### config.mk
export PLATFORM = sky130hd
export DESIGN_NAME = prod_accum_unit_flat
export DESIGN_NICKNAME = d
export VERILOG_FILES = /design/src/rtl/prod_accum_unit_pkg.sv /design/src/rtl/prod_accum_unit_if.sv /design/src/rtl/prod_accum_unit_sat_adder.sv /design/src/rtl/prod_accum_unit.sv /design/src/flat_wrapper.sv
export SDC_FILE = /design/constraint.sdc
export NUM_CORES = 1
export LEC_CHECK = 0
export CORE_UTILIZATION = 49
export CTS_CLUSTER_SIZE = 20
export DETAILED_ROUTE_END_ITERATION = 10
export PLACE_DENSITY = 0.73
export SLEW_MARGIN = 20
export SYNTH_ARGS = -nofsm -noshare
export SYNTH_HDL_FRONTEND = slang
export SYNTH_SLANG_ARGS = --single-unit
### constraint.sdc
create_clock -name clk -period 2.3 [get_ports clk]
set_input_delay 0.23 -clock clk [delete_from_list [all_inputs] [get_ports clk]]
set_output_delay 0.23 -clock clk [all_outputs]
set_load 0.02 [all_outputs]
### src/rtl/prod_accum_unit_pkg.sv
// Shared types and constants for the product accumulator slice.
package prod_accum_pkg;

  localparam int unsigned PROD_W    = 8;
  localparam int unsigned ACC_W_DEF = 16;
  localparam int unsigned CNT_W_DEF = 8;

  typedef enum logic [0:0] {
    ST_ACC,
    ST_HOLD
  } state_e;

endpackage

### src/rtl/prod_accum_unit_if.sv
// Beat input / frame result handshake bundle for prod_accum_unit.
interface prod_accum_unit_if
  import prod_accum_pkg::*;
#(
  parameter int unsigned ACC_W = ACC_W_DEF,
  parameter int unsigned CNT_W = CNT_W_DEF
) ();

  logic              clr;
  logic              in_valid;
  logic              in_ready;
  logic [PROD_W-1:0] in_prod;
  logic              in_last;
  logic              out_valid;
  logic              out_ready;
  logic [ACC_W-1:0]  out_sum;
  logic [CNT_W-1:0]  out_count;
  logic              out_sat;

  modport slave (
    input  clr, in_valid, in_prod, in_last, out_ready,
    output in_ready, out_valid, out_sum, out_count, out_sat
  );

  modport master (
    output clr, in_valid, in_prod, in_last, out_ready,
    input  in_ready, out_valid, out_sum, out_count, out_sat
  );

endinterface

### src/rtl/prod_accum_unit_sat_adder.sv
// Saturating adder: W-bit accumulator plus zero-extended product.
module sat_adder
  import prod_accum_pkg::*;
#(
  parameter int unsigned W = ACC_W_DEF
) (
  input  logic [W-1:0]      a,
  input  logic [PROD_W-1:0] b,
  output logic [W-1:0]      sum,
  output logic              ovf
);

  logic [W:0] w_full;

  assign w_full = {1'b0, a} + {{(W + 1 - PROD_W){1'b0}}, b};
  assign ovf    = w_full[W];
  // Clamp on carry-out; an all-ones input stays all-ones for any b.
  assign sum    = w_full[W] ? {W{1'b1}} : w_full[W-1:0];

endmodule

### src/rtl/prod_accum_unit.sv
// Frame accumulator: sums product beats until last, then holds the result on a valid/ready port.
module prod_accum_unit
  import prod_accum_pkg::*;
#(
  parameter int unsigned ACC_W = ACC_W_DEF,
  parameter int unsigned CNT_W = CNT_W_DEF
) (
  input logic               clk,
  input logic               rst_n,
  prod_accum_unit_if.slave  bus
);

  state_e           r_state;
  logic [ACC_W-1:0] r_acc;
  logic [CNT_W-1:0] r_cnt;
  logic             r_sat;
  logic             r_out_valid;
  logic [ACC_W-1:0] r_out_sum;
  logic [CNT_W-1:0] r_out_cnt;
  logic             r_out_sat;

  logic [ACC_W-1:0] w_sum;
  logic             w_ovf;
  logic [CNT_W-1:0] w_cnt_inc;

  sat_adder #(
    .W (ACC_W)
  ) u_sat_adder (
    .a   (r_acc),
    .b   (bus.in_prod),
    .sum (w_sum),
    .ovf (w_ovf)
  );

  assign w_cnt_inc = (r_cnt == {CNT_W{1'b1}}) ? r_cnt : r_cnt + CNT_W'(1);

  // State decode only, so no combinational path from in_valid.
  assign bus.in_ready  = (r_state == ST_ACC);
  assign bus.out_valid = r_out_valid;
  assign bus.out_sum   = r_out_sum;
  assign bus.out_count = r_out_cnt;
  assign bus.out_sat   = r_out_sat;

  always_ff @(posedge clk or negedge rst_n) begin
    if (!rst_n) begin
      r_state     <= ST_ACC;
      r_acc       <= '0;
      r_cnt       <= '0;
      r_sat       <= 1'b0;
      r_out_valid <= 1'b0;
      r_out_sum   <= '0;
      r_out_cnt   <= '0;
      r_out_sat   <= 1'b0;
    end else if (bus.clr) begin
      r_state     <= ST_ACC;
      r_acc       <= '0;
      r_cnt       <= '0;
      r_sat       <= 1'b0;
      r_out_valid <= 1'b0;
      r_out_sum   <= '0;
      r_out_cnt   <= '0;
      r_out_sat   <= 1'b0;
    end else begin
      unique case (r_state)
        ST_ACC: begin
          if (bus.in_valid) begin
            if (bus.in_last) begin
              r_out_sum   <= w_sum;
              r_out_cnt   <= w_cnt_inc;
              r_out_sat   <= r_sat | w_ovf;
              r_out_valid <= 1'b1;
              r_acc       <= '0;
              r_cnt       <= '0;
              r_sat       <= 1'b0;
              r_state     <= ST_HOLD;
            end else begin
              r_acc <= w_sum;
              r_cnt <= w_cnt_inc;
              r_sat <= r_sat | w_ovf;
            end
          end
        end
        ST_HOLD: begin
          if (bus.out_ready) begin
            r_out_valid <= 1'b0;
            r_state     <= ST_ACC;
          end
        end
        default: r_state <= ST_ACC;
      endcase
    end
  end

endmodule

### src/flat_wrapper.sv
// flat-port wrapper written by rule: the top's interface ports become plain ports
module prod_accum_unit_flat import prod_accum_pkg::*;
#(
  parameter int unsigned ACC_W = ACC_W_DEF,
  parameter int unsigned CNT_W = CNT_W_DEF
)
  (clk, rst_n, bus_clr, bus_in_valid, bus_in_prod, bus_in_last, bus_out_ready, bus_in_ready, bus_out_valid, bus_out_sum, bus_out_count, bus_out_sat);
  prod_accum_unit_if #(.ACC_W(ACC_W), .CNT_W(CNT_W)) bus_i ();
  input logic clk;
  input logic rst_n;
  input wire logic [$bits(bus_i.clr)-1:0] bus_clr;
  input wire logic [$bits(bus_i.in_valid)-1:0] bus_in_valid;
  input wire logic [$bits(bus_i.in_prod)-1:0] bus_in_prod;
  input wire logic [$bits(bus_i.in_last)-1:0] bus_in_last;
  input wire logic [$bits(bus_i.out_ready)-1:0] bus_out_ready;
  output wire logic [$bits(bus_i.in_ready)-1:0] bus_in_ready;
  output wire logic [$bits(bus_i.out_valid)-1:0] bus_out_valid;
  output wire logic [$bits(bus_i.out_sum)-1:0] bus_out_sum;
  output wire logic [$bits(bus_i.out_count)-1:0] bus_out_count;
  output wire logic [$bits(bus_i.out_sat)-1:0] bus_out_sat;
  assign bus_i.clr = bus_clr;
  assign bus_i.in_valid = bus_in_valid;
  assign bus_i.in_prod = bus_in_prod;
  assign bus_i.in_last = bus_in_last;
  assign bus_i.out_ready = bus_out_ready;
  assign bus_in_ready = bus_i.in_ready;
  assign bus_out_valid = bus_i.out_valid;
  assign bus_out_sum = bus_i.out_sum;
  assign bus_out_count = bus_i.out_count;
  assign bus_out_sat = bus_i.out_sat;
  prod_accum_unit #(.ACC_W(ACC_W), .CNT_W(CNT_W)) u_core (.clk(clk), .rst_n(rst_n), .bus(bus_i));
endmodule
==> results <==
routing by layer:
layer / share of wire / up-vias / track usage
met5: 0 / - / 0
met4: 0.011 / 0 / 0.07037
met3: 0.048 / 6 / 0.03721
met2: 0.47 / 66 / 0.3798
met1: 0.47 / 1197 / 0.3303
li1: - / 1256 / -
layout make-up:
cell class / count / area (um2)
flip-flops and latches: 52 / 1301
inverters: 5 / 18.77
well taps: 72 / 90.09
multi-input cells: 235 / 1526
clock buffers: 6 / 72.57
repair buffers: 75 / 668.1
clock inverters: 2 / 16.27
fillers: 475 / 1881
power groups by stage:
| stage | sequential, mW | combinational [mW] | clock, mW |
|---|---|---|---|
| 2_1_floorplan | 0.982 | 0.148 | 0 |
| 3_3_place_gp | 0.969 | 0.301 | 0 |
| 3_5_place_dp | 0.969 | 0.305 | 0 |
| 4_1_cts | 0.952 | 0.310 | 0.547 |
| 5_1_grt | 0.955 | 0.356 | 0.581 |
| 6_report | 0.952 | 0.321 | 0.536 |
timing repair:
item / in CTS / in global routing
buffers inserted: 1 / 4
hold buffers: 1 / 0
endpoints found under the hold margin: 20 / 0
gates resized for setup: 2 / 11
endpoints found under the setup margin: 5 / 19
pin swaps: 1 / 8
worst paths after layout:
path / depth (start not counted) / endpoint / startpoint / slack, ns
min: 2 / u_core.r_cnt[6] / rst_n / 0.40
max reg2reg: 8 / u_core.bus.out_sum[10] / u_core.r_acc[0] / 0.06
min reg2reg: 2 / u_core.bus.out_count[2] / u_core.bus.out_count[2] / 0.48
max in group asynchronous: 3 / u_core.r_acc[9] / rst_n / 1.29
max: 8 / u_core.bus.out_sum[10] / u_core.r_acc[0] / 0.06
min in group clk: 2 / u_core.bus.out_count[2] / u_core.bus.out_count[2] / 0.48
kinds of logic (layout without fill, tap and decap cells):
group / Yosys count / count (layout) / share of synthesized area
mux: 4 / 4 / 0.01404
flops: 52 / 52 / 0.4563
simple gates: 110 / 110 / 0.1878
compound gates: 102 / 102 / 0.2400
buf+inv: 20 / 88 / 0.02764
xor+xnor: 9 / 9 / 0.02765
fa+ha+maj: 10 / 10 / 0.04651
cells in the final DEF (no fill, tap or decap), drive strengths merged, types with 7 or more instances in the layout:
master	instances
nand2	43
ha	9
clkdlybuf4s50	39
buf	35
o21ai	39
nand3	18
or3	7
a21oi	19
dfrtp	52
nor2	15
stage by stage:
| stage | utilization | hold slack, ns | cells | setup WS [ns] |
|---|---|---|---|---|
| after global routing | 0.6626 | 0.4522 | 447 | -0.01748 |
| after detailed placement | 0.6269 | 0.2148 | 433 | -0.3092 |
| final | 0.6626 | 0.4006 | 447 | 0.06387 |
| after floorplan | - | -0.06559 | 307 | 0.0005769 |
| after global placement | 0.6269 | 0.2115 | 433 | -0.2851 |
| after CTS | 0.6471 | 0.4174 | 443 | 0.04468 |
sequential cells by signal, indices dropped and copies added (netlist names):
register / count
u_core.bus.out_sat: 1
u_core.r_state: 1
u_core.bus.out_sum: 16
u_core.bus.out_count: 8
u_core.r_acc: 16
u_core.r_sat: 1
u_core.bus.out_valid: 1
u_core.r_cnt: 8
worst reg2reg max path, cell delays in order, from the launching register on:
cell and delay [ns]:
dfrtp_1 0.42, ha_4 0.18, fa_2 0.34, a21o_1 0.23, a221oi_4 0.26, buf_6 0.17
a21oi_4 0.08, or2_0 0.23, a32o_1 0.24
==> reports/metrics.csv <==
metric,value,unit
drtPass1Iterations,4,
worstSetupEndpointType,flop,
finished_cell_area,0.003694,mm2
synthTopCellsByArea,"dfrtp_1 46%, o21ai_0 6.3%, nand2_1 5.7%",
grt_setup_unrepaired,true,
slowest_delay,0.42,ns
crit_path_top_delay_cell,dfrtp_1,
dr.first_iter.drc_count,122,
cts_num_sinks,52,
portion_of_synthesized_cell_area_occupied_by_the_leading_cell_type,0.4563,
vias_per_cell,5.649,
synth_edf_count,0,
grt_pass1_vias,2431,
ys_async_sr_fraction,1.000,
power_switching,512.3,uW
finalWirelength,6.736,mm
initial_utilization,0.5116,
synth_largest_area_cell,dfrtp_1,
synth_seq_cells,52,
final_period_minus_worst_setup_slack,2.236,ns
grtUsageTotal,0.2367,
comb_power_share,0.177,
power_frac_clock,0.296,
cts_inserted_buffers,5,
ctsHtreeMaxLevel,2,
floorplan_die_height,78.29,um
power.sequential.fraction,0.526,
io-pin-count,41,
slew_violations,0,
hpwlAfterDp,4.753,mm
layout-drive-gt1-share,0.1547,
power.internal,1.296,mW
synth_fp_nets,331,
hold_viol,0,
ir_drop,0.0003161,V
clockBufferDepth,2,
layout_worst_path_cycle_share,0.9722,
grt_start_max_net_pins,23,
category_of_the_most_critical_setup_path,flop to flop,
port_buffers,40,
p_per_area,489.7,mW/mm2
grt_overflow,0,
num_vias,2525,
setup-tns-final,0,ns
synth.avg_cell_area,9.288,um2
core_area,0.005574,mm2
design_power_total,1.809,mW
antenna_diode_count,0,
slew_headroom,0.5973,
critical-path-top-delay-family,compound AO/OA/AOI/OAI gates,
min_path_type,input pin to async pin,
critical_path.n_buffers_inverters,1,
fmaxAchievable,0.4472,GHz
die_w,78.29,um
yosys_most_used_dff,dfrtp_1,
timing.final.setup_violations,0,
netlist_area,0.002851,mm2
routedWlPerCell,15.07,um
crit_arrival,2.44,ns
clock-skew-final,0.004444,ns
grt_antenna_before_repair,0,
worst_path_fanout_max,7,
grt_pass1_wl,11.36,mm
design.die.area,0.006129,mm2
yosys_warning_total,0,
netlist_instances,307,
crit_required,2.50,ns
synthMostInstantiatedCell,dfrtp_1,
tritoncts,yes,
crit_path_launch_type,flop,
timing.critical_path.cells,ha_4 > fa_2 > a21o_1 > a221oi_4 > buf_6 > a21oi_4 > or2_0 > a32o_1,
power.share.switching,0.2832,
finish.net_count,398,
pin_slew_with_the_least_headroom_to_its_limit,0.6001,ns
total_leakage_power,1.579,nW
drc_errors,0,
drtAntennaViolNets,0,
gp_congestion,0.9017,
cts.reportedPaths.clkPinSlew,0.10,ns
yosys.cell_types.count,50,
area.growth.synth_to_final,29.53,%
synthTopCellsByCount,"52 x dfrtp_1, 43 x nand2_1, 36 x o21ai_0",
status,completed,
max_cap_violations,0,
placement.cell_area,0.003495,mm2
num_rows,27,
clockRootBuffer,clkbuf_8,
insertion_delay,0.31,ns
ys_seq_area_frac,0.4563,
(Power assumes the default switching activity.)
